## src/rtl/instr_aligner_if.sv

```systemverilog
// Handshake bundle between the fetch FIFO / decode stage and the instruction aligner.
// Member names keep the aligner-side direction suffixes so that they read the same as the block's pin list.
interface instr_aligner_if #(
  parameter int XLEN = 32
);
  logic            flush_i;
  logic [XLEN-1:0] redirect_pc_i;
  logic            word_valid_i;
  logic [XLEN-1:0] word_i;
  logic            word_ready_o;
  logic            instr_valid_o;
  logic            instr_ready_i;
  logic [XLEN-1:0] instr_o;
  logic [XLEN-1:0] instr_pc_o;
  logic            is_compressed_o;

  // Aligner side: consumes fetch words, produces aligned instructions.
  modport slave (
    input  flush_i,
    input  redirect_pc_i,
    input  word_valid_i,
    input  word_i,
    input  instr_ready_i,
    output word_ready_o,
    output instr_valid_o,
    output instr_o,
    output instr_pc_o,
    output is_compressed_o
  );

  // Environment side: fetch FIFO plus decode.
  modport master (
    output flush_i,
    output redirect_pc_i,
    output word_valid_i,
    output word_i,
    output instr_ready_i,
    input  word_ready_o,
    input  instr_valid_o,
    input  instr_o,
    input  instr_pc_o,
    input  is_compressed_o
  );
endinterface

```

## src/rtl/instr_aligner.sv

```systemverilog
// Instruction aligner: splits 32-bit fetch words into 16/32-bit instructions,
// stitches instructions that straddle two words, and tracks the PC of each one.
// Results go through a single registered output slot with a valid/ready handshake.
module instr_aligner #(
  parameter int              XLEN     = 32,
  parameter logic [XLEN-1:0] PC_RESET = '0
) (
  input  logic            clk_i,
  input  logic            rst_ni,
  instr_aligner_if.slave  bus
);

  localparam int PW = 16;

  // Held upper parcel, pending skip of a lower parcel, and next-instruction PC.
  logic            hw_valid_q;
  logic [PW-1:0]   hw_q;
  logic            skip_lo_q;
  logic [XLEN-1:0] pc_q;

  // Output slot.
  logic            out_valid_q;
  logic [XLEN-1:0] out_instr_q;
  logic [XLEN-1:0] out_pc_q;
  logic            out_comp_q;

  // Candidate decisions for this cycle.
  logic            adv;
  logic            emit;
  logic [XLEN-1:0] emit_instr;
  logic            emit_comp;
  logic            consume;
  logic            hw_valid_d;
  logic [PW-1:0]   hw_d;
  logic            skip_lo_d;
  logic [XLEN-1:0] pc_step;
  logic            hw_comp;
  logic            lo_comp;
  logic [PW-1:0]   word_lo;
  logic [PW-1:0]   word_hi;

  assign word_lo = bus.word_i[PW-1:0];
  assign word_hi = bus.word_i[XLEN-1:PW];
  assign hw_comp = (hw_q[1:0] != 2'b11);
  assign lo_comp = (word_lo[1:0] != 2'b11);

  // The output slot can take a new instruction when it is empty or being drained.
  assign adv = !out_valid_q || bus.instr_ready_i;

  // Pick what to emit and how the held-parcel state moves, in priority order.
  always_comb begin
    emit       = 1'b0;
    emit_instr = '0;
    emit_comp  = 1'b0;
    consume    = 1'b0;
    hw_valid_d = hw_valid_q;
    hw_d       = hw_q;
    skip_lo_d  = skip_lo_q;
    if (hw_valid_q) begin
      if (hw_comp) begin
        // Held parcel is a complete compressed instruction; no word needed.
        emit       = 1'b1;
        emit_instr = {{(XLEN-PW){1'b0}}, hw_q};
        emit_comp  = 1'b1;
        hw_valid_d = 1'b0;
      end else if (bus.word_valid_i) begin
        // Held parcel is the low half of a straddling 32-bit instruction.
        emit       = 1'b1;
        emit_instr = {word_lo, hw_q};
        emit_comp  = 1'b0;
        consume    = 1'b1;
        hw_d       = word_hi;
      end
    end else if (bus.word_valid_i) begin
      consume = 1'b1;
      hw_d    = word_hi;
      if (skip_lo_q) begin
        // Redirect landed mid-word: drop the lower parcel, keep the upper.
        hw_valid_d = 1'b1;
        skip_lo_d  = 1'b0;
      end else if (lo_comp) begin
        emit       = 1'b1;
        emit_instr = {{(XLEN-PW){1'b0}}, word_lo};
        emit_comp  = 1'b1;
        hw_valid_d = 1'b1;
      end else begin
        emit       = 1'b1;
        emit_instr = bus.word_i;
        emit_comp  = 1'b0;
      end
    end
  end

  assign pc_step = emit_comp ? XLEN'(2) : XLEN'(4);

  // The FIFO pop is suppressed in reset, on a redirect and while the output is blocked.
  assign bus.word_ready_o = rst_ni && !bus.flush_i && adv && consume;

  // Held parcel, skip flag and PC tracking; a redirect discards everything held.
  always_ff @(posedge clk_i or negedge rst_ni) begin
    if (!rst_ni) begin
      hw_valid_q <= 1'b0;
      hw_q       <= '0;
      skip_lo_q  <= 1'b0;
      pc_q       <= PC_RESET;
    end else if (bus.flush_i) begin
      hw_valid_q <= 1'b0;
      skip_lo_q  <= bus.redirect_pc_i[1];
      pc_q       <= bus.redirect_pc_i & ~XLEN'(1);
    end else if (adv) begin
      hw_valid_q <= hw_valid_d;
      hw_q       <= hw_d;
      skip_lo_q  <= skip_lo_d;
      if (emit) begin
        pc_q <= pc_q + pc_step;
      end
    end
  end

  // Output slot: loads on emit, empties when drained with nothing new, holds while stalled.
  always_ff @(posedge clk_i or negedge rst_ni) begin
    if (!rst_ni) begin
      out_valid_q <= 1'b0;
      out_instr_q <= '0;
      out_pc_q    <= '0;
      out_comp_q  <= 1'b0;
    end else if (bus.flush_i) begin
      out_valid_q <= 1'b0;
    end else if (adv) begin
      out_valid_q <= emit;
      if (emit) begin
        out_instr_q <= emit_instr;
        out_pc_q    <= pc_q;
        out_comp_q  <= emit_comp;
      end
    end
  end

  assign bus.instr_valid_o   = out_valid_q;
  assign bus.instr_o         = out_instr_q;
  assign bus.instr_pc_o      = out_pc_q;
  assign bus.is_compressed_o = out_comp_q;

endmodule

```

## src/flat_wrapper.sv

```systemverilog
// flat-port wrapper written by rule: the top's interface ports become plain ports
module instr_aligner_flat 
#(
  parameter int              XLEN     = 32,
  parameter logic [XLEN-1:0] PC_RESET = '0
)
  (clk_i, rst_ni, bus_flush_i, bus_redirect_pc_i, bus_word_valid_i, bus_word_i, bus_instr_ready_i, bus_word_ready_o, bus_instr_valid_o, bus_instr_o, bus_instr_pc_o, bus_is_compressed_o);
  instr_aligner_if #(.XLEN(XLEN)) bus_i ();
  input  logic clk_i;
  input  logic rst_ni;
  input wire logic [$bits(bus_i.flush_i)-1:0] bus_flush_i;
  input wire logic [$bits(bus_i.redirect_pc_i)-1:0] bus_redirect_pc_i;
  input wire logic [$bits(bus_i.word_valid_i)-1:0] bus_word_valid_i;
  input wire logic [$bits(bus_i.word_i)-1:0] bus_word_i;
  input wire logic [$bits(bus_i.instr_ready_i)-1:0] bus_instr_ready_i;
  output wire logic [$bits(bus_i.word_ready_o)-1:0] bus_word_ready_o;
  output wire logic [$bits(bus_i.instr_valid_o)-1:0] bus_instr_valid_o;
  output wire logic [$bits(bus_i.instr_o)-1:0] bus_instr_o;
  output wire logic [$bits(bus_i.instr_pc_o)-1:0] bus_instr_pc_o;
  output wire logic [$bits(bus_i.is_compressed_o)-1:0] bus_is_compressed_o;
  assign bus_i.flush_i = bus_flush_i;
  assign bus_i.redirect_pc_i = bus_redirect_pc_i;
  assign bus_i.word_valid_i = bus_word_valid_i;
  assign bus_i.word_i = bus_word_i;
  assign bus_i.instr_ready_i = bus_instr_ready_i;
  assign bus_word_ready_o = bus_i.word_ready_o;
  assign bus_instr_valid_o = bus_i.instr_valid_o;
  assign bus_instr_o = bus_i.instr_o;
  assign bus_instr_pc_o = bus_i.instr_pc_o;
  assign bus_is_compressed_o = bus_i.is_compressed_o;
  instr_aligner #(.XLEN(XLEN), .PC_RESET(PC_RESET)) u_core (.clk_i(clk_i), .rst_ni(rst_ni), .bus(bus_i));
endmodule
```

## config.mk

```make
export PLATFORM = sky130hd
export DESIGN_NAME = instr_aligner_flat
export DESIGN_NICKNAME = d
export VERILOG_FILES = /design/src/rtl/instr_aligner_if.sv /design/src/rtl/instr_aligner.sv /design/src/flat_wrapper.sv
export SDC_FILE = /design/constraint.sdc
export NUM_CORES = 1
export LEC_CHECK = 0
export BUFFER_PORTS_ARGS = -buffer_cell sky130_fd_sc_hd__buf_2
export CORE_ASPECT_RATIO = 2
export CORE_MARGIN = 5
export CORE_UTILIZATION = 53
export CTS_BUF_LIST = sky130_fd_sc_hd__clkbuf_16
export DETAILED_ROUTE_END_ITERATION = 7
export PLACE_DENSITY = 0.8
export RECOVER_POWER = 100
export SLEW_MARGIN = 20
export SYNTH_ARGS = -nofsm -noshare
export SYNTH_HDL_FRONTEND = slang
export SYNTH_SLANG_ARGS = --single-unit
```

## constraint.sdc

```tcl
create_clock -name clk_i -period 4.2 [get_ports clk_i]
set_clock_uncertainty 0.05 [all_clocks]
set_input_delay 0.21 -clock clk_i [delete_from_list [all_inputs] [get_ports clk_i]]
set_output_delay 0.21 -clock clk_i [all_outputs]
set_load 0.02 [all_outputs]
```

==> metrics.txt <==
CP Capture Type=register; DRT antenna net count=0; Die X=80.6 um; Hold WC Path Type=input pin to register; pwr dens=549 nW/um2; Worst path top cell family by delay=simple AND/OR/NAND/NOR gates; commonest non-fill, non-tap cell in the layout=dfrtp_1; largest net degree at the start of global routing=67; initial antenna violation count=0; R2R cell count=6; CP max-delay cell=nand3_1; Int Pwr=0.00251 W; drt total wl=13900 um; fin util=69.3%; max-cap violations=2; IO Count=136; cell depth of the worst setup path=6; Worst VDD drop=0.333 mV; Starting Density=54.1%; critical path buffer and inverter count=1; core area=9760 um2; CP max stage delay=1390 ps; first-pass GRT wire length=22500 um; synth warn=0; Fin. Hold Viols=0; Worst-path clk slew=50 ps; NetSw=0.00120 W; outcome=complete, but fails checks; Yosys cell types=50; post-CTS sizing=0; ant diodes=0; Comb pwr share=23.5%; Die Area=12200 um2; Vert. Die Dim=151 um; final instance area=6770 um2; switch share=32.3%; sequential element share of the synthesized area=54.0%; grt total ovfl=0; port bufs=133; Net Count, Synth=577; Cell Area, Synth=5280 um2; dpl cells=745; Wirelength per Cell=17.2 um; flop and latch count out of synthesis=114; Tmin final=3590 ps; synthesized area per cell=10.5 um2; Final Max Tran Viols=102; most frequent cells in the layout=114 x dfrtp_1, 75 x nand2_1, 68 x clkbuf_1; ys async rst share=100%; hold_ws=15.1 ps; normalized max-slew margin=-78.5%; Sequential Power Share=40.5%; arrival time at the worst endpoint=3800 ps; failing checks=max-capacitance violations, max-slew violations; Clock H-tree levels=4; vias in the first global route=4591; Hold Path Cell Cnt=3; fmax=279 MHz; Via Count=4476; dpl hpwl=9770 um; worst skew pair latency=410 ps; CP Max Fanout=52; via/cell ratio=5.55; CP required=4410 ps; Longest Clk Path Bufs=2; initial detailed-routing violation count=283; RR Endpoint=u_core.bus.instr_o[11]; reg2reg setup slack=610 ps; Cells after Synth=505; Final Instance Count excl. Fillers=806; row cnt=51; Nets=735; CTS tree=done; clock root buffer=clkbuf_16; Most used DFF post-synth=dfrtp_1; GRT Total Usage=24.2%; Inserted Clock Buffers=17; Placer Congestion=0.864; critical setup path kind=register to register; Setup crit end=u_core.bus.instr_o[11]; Clock Sinks=114; Post-route DRC=0; critical path cell sequence=and2b_1, o21a_1, nand3_1, buf_4, nand2_1, o21ai_0; RR Startpoint=u_core.skip_lo_q; P_leak=2.86 nW; crit start category=register; postcts setup bufs=0; final setup fails=0; period utilisation layout=85.5%; number of synthesized flops with an enable pin=0; Worst Tran Pin Value=2680 ps; Clock Power Share=36.0%; Layout area overhead=28.2%; drt pass-1 iters=5; Placed Area=6020 um2; Total Neg Setup Slack=0 ps; RSZ-0062 raised after global routing=no; Critical path origin=u_core.skip_lo_q; layout cells sized above 1=22.0%
## how the worst min path moves through the flow
stage	from	endpoint	slack (ps)
floorplan	rst_ni	u_core.bus.instr_o[0]	-140
global placement	rst_ni	u_core.bus.instr_o[28]	210
detailed placement	rst_ni	u_core.bus.instr_o[28]	220
CTS	bus_word_i[20]	u_core.hw_q[4]	0.8
global route	bus_word_i[20]	u_core.hw_q[4]	4
finish	bus_redirect_pc_i[20]	u_core.pc_q[20]	20
## sequential cells by signal, indices dropped and copies added (netlist names)
signal and flops:
u_core.skip_lo_q 1, u_core.pc_q 31, u_core.hw_valid_q 1, u_core.bus.instr_o 32
u_core.bus.is_compressed_o 1, u_core.hw_q 16, u_core.bus.instr_valid_o 1, u_core.bus.instr_pc_o 31
## power by group through the flow
stage / combinational [W] / clock (W) / sequential [W]
after CTS: 0.000935 / 0.00136 / 0.00150
after global routing: 0.000960 / 0.00141 / 0.00153
after global placement: 0.000884 / 0 / 0.00150
after detailed placement: 0.000908 / 0 / 0.00151
after floorplan: 0.000361 / 0 / 0.00170
final: 0.000871 / 0.00134 / 0.00150
## layout make-up
type                    instances  area (um2)
clock buffers                  17         425
multi-input cells             350        2230
inverters                      11        41.3
fillers                       769        3000
well taps                     132         165
flip-flops and latches        114        2850
repair buffers                169         926
clock inverters                13         121
## stage by stage
step | setup WS (ps) | power, W
2_1_floorplan | 874 | 0.00206
3_3_place_gp | 1010 | 0.00238
3_5_place_dp | 888 | 0.00242
4_1_cts | 833 | 0.00379
5_1_grt | 257 | 0.00390
6_report | 610 | 0.00371
## logic make-up (layout without fill, tap and decap cells)
logic type | after synthesis | after routing | synth area share, %
AND/OR/NAND/NOR | 161 | 161 | 14.6
other | 1 | 1 | 0.0710
AO/OA/AOI/OAI | 122 | 122 | 14.4
XOR/XNOR | 17 | 17 | 2.82
buffers and inverters | 41 | 210 | 3.51
adder cells (fa/ha/maj) | 3 | 3 | 0.853
flip-flops | 114 | 114 | 54.0
multiplexers | 46 | 46 | 9.74
## synthesized netlist by cell type, drive strengths merged (2+ instances only)
cell,count,area [um2]
a21oi,4,20.0
nand3,11,60.1
inv,11,41.3
dfrtp,114,2850
mux2i,3,30.0
and2,4,25.0
nor4,7,43.8
xnor2,15,131
ha,2,25.0
nor2,20,75.1
nand2,75,282
xor2,2,17.5
or4,7,55.1
o211ai,4,30.0
a32oi,14,123
buf,6,43.8
nor3,11,55.1
or3,8,51.3
and3,4,26.3
a22oi,16,120
a31oi,10,62.6
mux2,43,484
o21ai,67,347
nand4,7,43.8
clkbuf,24,100
## routing by layer
layer / vias to the layer above / track usage [%] / wire (um)
li1: 2136 / - / -
met1: 2148 / 27.7 / 5170
met2: 164 / 43.1 / 7630
met3: 28 / 5.00 / 747
met4: 0 / 9.98 / 312
met5: - / 0 / 0
## timing repair
| action | 4_1_cts | 5_1_grt |
|---|---|---|
| setup endpoints to repair | 0 | 0 |
| hold buffers | 31 | 0 |
| hold endpoints to repair | 78 | 0 |
## worst register-to-register path: stages, from the launching register on
cell,delay [ps]
dfrtp_1,410
and2b_1,290
o21a_1,220
nand3_1,1390
buf_4,840
nand2_1,160
o21ai_0,90
Note: power is estimated with default switching activity, not from simulation.
